==> src/rtl/twos_complement_serial_pkg.sv <==
// Shared encodings for the chunk-serial two's-complement unit: FSM states,
// operation modes and the mode decode that decides whether an operand is inverted.
package twos_complement_serial_pkg;

  typedef enum logic [1:0] {
    ST_IDLE = 2'd0,
    ST_RUN  = 2'd1,
    ST_DONE = 2'd2
  } state_t;

  typedef enum logic [1:0] {
    MODE_PASS = 2'd0,
    MODE_NEG  = 2'd1,
    MODE_ABS  = 2'd2,
    MODE_RSVD = 2'd3
  } mode_t;

  // Negation is ~x + 1, so "invert" also seeds the carry-in; reserved behaves as pass.
  function automatic logic needs_invert(input logic [1:0] mode, input logic sign);
    return (mode == MODE_NEG) || ((mode == MODE_ABS) && sign);
  endfunction

endpackage

==> src/rtl/twos_complement_serial_chunk_cinc.sv <==
// CHUNK-bit conditional invert plus carry-in: {cout, s} = (inv ? ~c : c) + cin.
// This is the only adder in the serial unit; the carry ripples between chunks via a flop.
module chunk_cinc #(
  parameter int CHUNK = 1
) (
  input  logic [CHUNK-1:0] c,
  input  logic             inv,
  input  logic             cin,
  output logic [CHUNK-1:0] s,
  output logic             cout
);

  logic [CHUNK:0] sum;

  assign sum  = {1'b0, c ^ {CHUNK{inv}}} + {{CHUNK{1'b0}}, cin};
  assign s    = sum[CHUNK-1:0];
  assign cout = sum[CHUNK];

endmodule

==> src/rtl/twos_complement_serial.sv <==
// Chunk-serial pass / negate / abs of a WIDTH-bit two's-complement operand,
// CHUNK bits per clock, with overflow flag for negating the most-negative value.
module twos_complement_serial
  import twos_complement_serial_pkg::*;
#(
  parameter int WIDTH = 11,
  parameter int CHUNK = 1
) (
  input  logic             clk,
  input  logic             rst_n,
  input  logic             in_valid,
  output logic             in_ready,
  input  logic [WIDTH-1:0] in_data,
  input  logic [1:0]       in_mode,
  output logic             out_valid,
  input  logic             out_ready,
  output logic [WIDTH-1:0] out_data,
  output logic             out_ovf,
  output logic             busy,
  output logic [1:0]       dbg_state
);

  localparam int NCHUNK = WIDTH / CHUNK;
  localparam int CW     = (NCHUNK > 1) ? $clog2(NCHUNK) : 1;
  localparam logic [CW-1:0]    CNT_LAST = CW'(NCHUNK - 1);
  localparam logic [WIDTH-1:0] MOST_NEG = {1'b1, {(WIDTH-1){1'b0}}};

  if ((WIDTH < 2) || ((WIDTH % CHUNK) != 0)) begin : g_param_check
    $error("twos_complement_serial: WIDTH must be >= 2 and a multiple of CHUNK");
  end

  state_t           state;
  logic [WIDTH-1:0] operand;
  logic [WIDTH-1:0] result;
  logic [CW-1:0]    cnt;
  logic             carry;
  logic             inv;
  logic             ovf_r;

  logic             accept;
  logic             inv_in;
  logic [CHUNK-1:0] sum_chunk;
  logic             sum_cout;
  logic [WIDTH-1:0] result_nxt;
  logic [WIDTH-1:0] operand_shr;

  // Valid/ready: a transfer happens on a rising edge where valid & ready are both high.
  // Producers hold data stable while valid is high and ready is low; ready may depend
  // combinationally on the partner's ready (in_ready follows out_ready in DONE).
  assign in_ready  = (state == ST_IDLE) || ((state == ST_DONE) && out_ready);
  assign accept    = in_valid && in_ready;
  assign busy      = (state != ST_IDLE);
  assign dbg_state = state;
  assign inv_in    = needs_invert(in_mode, in_data[WIDTH-1]);

  chunk_cinc #(.CHUNK(CHUNK)) u_cinc (
    .c    (operand[CHUNK-1:0]),
    .inv  (inv),
    .cin  (carry),
    .s    (sum_chunk),
    .cout (sum_cout)
  );

  // Result fills from the top so the first (least significant) chunk ends at bit 0.
  if (NCHUNK == 1) begin : g_single
    assign result_nxt  = sum_chunk;
    assign operand_shr = '0;
  end else begin : g_multi
    assign result_nxt  = {sum_chunk, result[WIDTH-1:CHUNK]};
    assign operand_shr = {{CHUNK{1'b0}}, operand[WIDTH-1:CHUNK]};
  end

  always_ff @(posedge clk or negedge rst_n) begin
    if (!rst_n) begin
      state     <= ST_IDLE;
      operand   <= '0;
      result    <= '0;
      cnt       <= '0;
      carry     <= 1'b0;
      inv       <= 1'b0;
      ovf_r     <= 1'b0;
      out_valid <= 1'b0;
      out_data  <= '0;
      out_ovf   <= 1'b0;
    end else if (accept) begin
      // Accept is only possible from IDLE or DONE; a DONE accept is also the output handshake.
      operand   <= in_data;
      inv       <= inv_in;
      carry     <= inv_in;
      ovf_r     <= inv_in && (in_data == MOST_NEG);
      cnt       <= CNT_LAST;
      out_valid <= 1'b0;
      state     <= ST_RUN;
    end else begin
      case (state)
        ST_RUN: begin
          operand <= operand_shr;
          result  <= result_nxt;
          carry   <= sum_cout;
          cnt     <= cnt - CW'(1);
          if (cnt == '0) begin
            out_valid <= 1'b1;
            out_data  <= result_nxt;
            out_ovf   <= ovf_r;
            state     <= ST_DONE;
          end
        end
        ST_DONE: begin
          if (out_ready) begin
            out_valid <= 1'b0;
            state     <= ST_IDLE;
          end
        end
        ST_IDLE: ;
        default: state <= ST_IDLE;
      endcase
    end
  end

endmodule

==> config.mk <==
export PLATFORM = sky130hd
export DESIGN_NAME = twos_complement_serial
export DESIGN_NICKNAME = d
export VERILOG_FILES = /design/src/rtl/twos_complement_serial_pkg.sv /design/src/rtl/twos_complement_serial_chunk_cinc.sv /design/src/rtl/twos_complement_serial.sv
export SDC_FILE = /design/constraint.sdc
export NUM_CORES = 1
export LEC_CHECK = 0
export ABC_AREA = 1
export BUFFER_PORTS_ARGS = -buffer_cell sky130_fd_sc_hd__buf_2
export CAP_MARGIN = 20
export CORE_ASPECT_RATIO = 0.9
export CORE_MARGIN = 3
export CORE_UTILIZATION = 46
export DETAILED_ROUTE_END_ITERATION = 7
export PLACE_DENSITY = 0.79
export REMOVE_ABC_BUFFERS = 1
export SLEW_MARGIN = 25
export SYNTH_ARGS = -nofsm -noshare
export SYNTH_HDL_FRONTEND = slang
export SYNTH_SLANG_ARGS = --single-unit
==> constraint.sdc <==
create_clock -name clk -period 4.38 [get_ports clk]
set_clock_uncertainty 0.2 [all_clocks]
set_input_delay 0 -clock clk [delete_from_list [all_inputs] [get_ports clk]]
set_output_delay 0 -clock clk [all_outputs]
set_load 0.1 [all_outputs]
# After elaboration in Yosys (flattened, before gate mapping)
# Index checks and enable logic that the tools add are counted.
[word_totals]
ff_bits = 44
inputBits = 17
output_inout_bits = 17
[op_classes]
n_mux = 14
n_eq_ne = 8
addsub = 2
reduce_logical = 15
n_bitwise = 2
[op_table]
columns = ["cell", "n"]
rows = [
  ["11-bit two-way mux", 2],
  ["11-bit equality test, second input constant", 1],
  ["3-bit AND reduction", 3],
  ["4-bit two-way mux", 2],
  ["2-bit two-way mux", 3],
  ["3-bit inequality test, second input constant", 2],
  ["2-bit one-hot mux with 3 select lines", 1],
  ["1-bit two-way mux", 5],
  ["2-bit by 1-bit equality test with 1-bit output, second input constant", 2],
  ["2-bit equality test, second input constant", 2],
  ["1-bit logical AND", 4],
  ["4-bit zero test", 1],
  ["2-bit nonzero test", 2],
  ["4-bit by 1-bit subtractor with 4-bit output, second input constant", 1],
  ["3-bit nonzero test", 1],
  ["1-bit by 1-bit adder with 2-bit output", 1],
  ["2-bit zero test", 1],
  ["1-bit logical OR", 2],
  ["2-bit inequality test, second input constant", 1],
  ["1-bit one-hot mux with 2 select lines", 1],
  ["2-bit AND reduction", 1],
  ["1-bit NOT", 1],
  ["1-bit XOR", 1],
]

# Logic depth before layout (Yosys ltp)
[depth]
depth_word = 6
depth_mapped = 8
depth_no_buf = 8

# Cells and area by module
# A second synthesis with hierarchy kept.
[hier_totals]
cells_unflattened = 223
hier_area_um2 = 1968.1
[by_module_without_submodules]
columns = ["module", "cells_per_inst", "n_inst", "seq_area_each_um2", "area_each_um2"]
rows = [
  ["twos_complement_serial", 217, 1, 1076.0, 1936.9],
  ["chunk_cinc", 6, 1, 0.0, 31.3],
]

# Worst setup path after synthesis
# Ideal clock, no wire load.
[synth_timing]
path_kind = "flip-flop to output port"
start = "reg state[0] (netlist: dbg_state[0])"
end = "out in_ready"
required_time_ps = 4180
slack_ps = 1546
stages_incl_launch_ff = 4
n_path_buf = 0
arrival_ps = 2634
cell_sequence = "dfrtp_1 inv_2 nand2_1 nand2_1"
[synth_between]
elab_chain_len = 3
elab_cells_between_ends = 4
[synth_rtl]
columns = ["element", "line_no", "text"]
rows = [
  ["start, declared", "twos_complement_serial.sv:32", "state_t state;"],
  ["start signal, assigned", "twos_complement_serial.sv:75", "state <= ST_IDLE;"],
  ["start signal, assigned", "twos_complement_serial.sv:93", "state <= ST_RUN;"],
  ["start signal, assigned", "twos_complement_serial.sv:105", "state <= ST_DONE;"],
  ["2-bit equality test", "twos_complement_serial.sv:50", "assign in_ready = (state == ST_IDLE) || ((state == ST_DONE) && out_ready);"],
  ["1-bit logical AND", "twos_complement_serial.sv:50", ""],
  ["1-bit logical OR *", "twos_complement_serial.sv:50", ""],
  ["end, declared", "twos_complement_serial.sv:12", "output logic in_ready,"],
]
# Mark *: on every way between the ends. The rest lies on a longest branch, timed or not.

# Worst setup path after layout
[layout_timing]
start = "in in_data[7]"
end = "reg ovf_r"
[layout_between]
elab_chain_len = 2
[layout_rtl]
columns = ["element", "line_no", "text"]
rows = [
  ["start, declared", "twos_complement_serial.sv:13", "input logic [WIDTH-1:0] in_data,"],
  ["11-bit equality test", "twos_complement_serial.sv:90", "ovf_r <= inv_in && (in_data == MOST_NEG);"],
  ["1-bit logical AND", "twos_complement_serial.sv:90", ""],
  ["end signal, assigned", "twos_complement_serial.sv:90", ""],
  ["end, declared", "twos_complement_serial.sv:38", "logic ovf_r;"],
]
# Every way passes these cells.
# A chain may end at the register's enable or synchronous reset.

==> flow_summary.toml <==
[run_status]
status = "finished, final reports clean"

[yosys]
synth_fa_ha_area_share_pct = 1.89
synth-xor-area-share_pct = 0.883
ys_seq_elements = 43
synth-simple-area-share_pct = 21.9
syn-instance-count = 223
yosysTopAreaCell = "dfrtp_1"
synth.distinct_cells = 25
syn_avg_cell_area_sq_um = 8.89
yosysTopAreaCellShare_pct = 54.3
synthMuxAreaShare_pct = 0
yosysSeqAreaShare_pct = 54.3
synth_top_family_by_area = "simple AND/OR/NAND/NOR gates"
synthTopCellsByArea = "dfrtp_1 (54%), nand2_1 (11%), inv_1 (5.7%), o21ai_0 (4.3%), nand3_1 (4.0%)"
syn_area_sq_mm = 0.00198
yosys_warnings = 0
synth_compound_area_share_pct = 11.3

[critical_path]
regToRegSetupSlack_ns = 2.28
start_kind = "input port"
path_max_fanout = 2
path_cells = "dlygate4sd3_1 > buf_2 > inv_1 > nand2_1 > nor2_1 > nand2_1 > dlygate4sd3_1 > nor2_1 > nand2_1 > dlygate4sd3_1 > nand2_1"
cp.arrival_ns = 2.25
critical_path.startpoint = "in_data[7]"
ff2ff_path_depth = 6
slowest_delay_ns = 0.56
crit_top_cell = "nand2_1"
reg2reg_from = "dbg_state[1]$_DFFE_PN0P_"
cp-end-kind = "flip-flop"
cp_slowest_cell = "dlygate4sd3_1"
path_class = "input port to flip-flop"
critPathBufInv = 5
required_ns = 4.42
r2r_end = "ovf_r$_DFFE_PN0P_"
cpLargestDelayFamily = "buffers and inverters"

[power]
p_sw_mw = 1.03
total_power_mw = 1.97
vdd_drop_max_uv = 502
swShare_pct = 52.5
leakage_nw = 1.27
combinationalPowerShare_pct = 52.7
powerDensity_mw_per_mm2 = 813
clock_power_share_pct = 14.1
sequentialPowerShare_pct = 33.2
internal-power_mw = 0.935

[finish]
mostFrequentLayoutCell = "nand2_1"
fill_cells = 364
layout-drive-gt1-share_pct = 22.3
multi_input_area_sq_um = 713
syn2layout_area_growth_pct = 22.1
diodes = 0
register_area_sq_mm = 0.00108
final_cell_mix = "nand2_1 (56), dfrtp_1 (43), buf_2 (32), inv_1 (30), nor2_1 (19)"
fin_nets = 293

[place]
port_buffers = 33
gp_congestion = 0.781
dp_hpwl_microns = 2540

[floorplanning]
die_w_microns = 75.2
die_h_microns = 68.3
pin_count = 34
num_rows = 22
die_area_sq_mm = 0.00514
coreArea_sq_mm = 0.00410
start_util_pct = 48.4

[sta]
fin_tns_setup_ns = 0
maxSlewHeadroom_pct = 64.4
min_period_ns = 2.21
setup_violations = 0
hold_viol = 0
period_share_pct = 50.4
rsz0062_at_grt = "no"
fmax_mhz = 453
slew_viol_final = 0
tightestPinTransition_ns = 0.532

[min_path]
hold_path.class = "input port to async pin"

[global_route]
grt-ovfl-total = 0
track_usage_pct = 16.9
grt_pass1_wl_microns = 6460
antenna_found_initial = 0
grt_pass1_vias = 1436
grt_max_degree = 44

[clocking]
cts_resized = 0
h-tree-depth = 2
clkSlewWorstSetupHoldPaths_ns = 0.08
cts.path.max_buffers = 2
cts.sinks = 43
cts_tree = "built"
post-cts-setup-buffers = 0
cts_root_buf = "clkbuf_8"
cts-buffers-inserted = 5
clock_latency_ns = 0.30

[route]
wl_per_cell_microns = 12.1
vias = 1563
avgViaCountPerCell = 4.85
first_pass_iters = 4
wirelength_microns = 3890
drt_iter0_drc = 199
ant_nets = 0
drc_errors = 0

[job]
maxCapViolations = 0
## flip-flops by register name (all words and copies together), names as in the netlist
register	cells
out_valid	1
carry	1
out_ovf	1
operand	11
inv	1
out_data	11
result	10
cnt	4
ovf_r	1
dbg_state	2
## power groups by stage
stage                     registers [mW]  logic (mW)  clock network (mW)
after global routing               0.674        1.14               0.300
after CTS                          0.655        1.05               0.285
after floorplan                     1.03       0.470                   0
after global placement             0.652        1.02                   0
final                              0.654        1.04               0.277
after detailed placement           0.662        1.03                   0
## worst register-to-register path, delay by kind of cell, from the launching register on
kind / cells / cell delay, ns
AND/OR/NAND/NOR: 4 / 0.59
buffers and inverters: 1 / 0.55
flip-flops: 1 / 0.46
AO/OA/AOI/OAI: 1 / 0.25
## cells by family after synthesis
kind of cell             after synthesis
AND/OR/NAND/NOR                      101
XOR/XNOR                               2
buffers and inverters                 40
AO/OA/AOI/OAI                         34
flip-flops                            43
adder cells (fa/ha/maj)                3
## layout make-up
| class | count | share of cell area, % |
|---|---|---|
| Multi-Input combinational cell | 140 | 29.5 |
| Sequential cell | 43 | 44.4 |
| Inverter | 32 | 4.96 |
| Tap cell | 48 | 2.48 |
| Clock buffer | 7 | 3.98 |
| Clock inverter | 1 | 0.310 |
| Timing Repair Buffer | 51 | 14.4 |
## through the flow
| step | setup slack [ns] | hold slack, ns | cell area, sq um | std cells | utilization (%) |
|---|---|---|---|---|---|
| 3_3_place_gp | 2.59 | -0.0185 | 2130 | 296 | 52.0 |
| 3_5_place_dp | 2.56 | -0.0109 | 2130 | 296 | 52.0 |
| 6_report | 2.17 | 0.0350 | 2420 | 322 | 59.0 |
| 5_1_grt | 2.02 | 0.0878 | 2420 | 322 | 59.0 |
| 2_1_floorplan | 1.55 | -0.496 | 1910 | 215 | - |
| 4_1_cts | 2.22 | 0.101 | 2420 | 322 | 59.0 |
## routing by layer
layer  global-route usage, %  vias to the layer above  wire, microns
li1                        -                      790              -
met1                    22.7                      729           1720
met2                    25.8                       38           1850
met3                    4.99                        6            245
met4                    6.55                        0             69
met5                       0                        -              0
## Yosys cell counts (all sizes together)
cell	instances
a21oi	2
buf	7
clkbuf	1
dfrtp	43
ha	3
inv	32
nand2	60
nand3	17
nand3b	1
nand4	1
nor2	21
o211ai	2
o21a	3
o21ai	26
o31ai	1
or2	1
xor2	2
## worst max-delay path by stage
stage	cells past startpoint	endpoint	slack [ns]
3_5_place_dp	7	out_data[9]$_DFFE_PN0P_	2.56
3_3_place_gp	8	out_valid$_DFFE_PN0P_	2.59
4_1_cts	11	ovf_r$_DFFE_PN0P_	2.22
2_1_floorplan	3	in_ready	1.55
6_report	11	ovf_r$_DFFE_PN0P_	2.17
5_1_grt	6	ovf_r$_DFFE_PN0P_	2.02
## what timing repair did
action                                  in CTS  in global routing
hold buffers                                18                  0
endpoints found under the setup margin       0                  0
endpoints found under the hold margin       59                  0
Power figures use the tool's default switching activity.
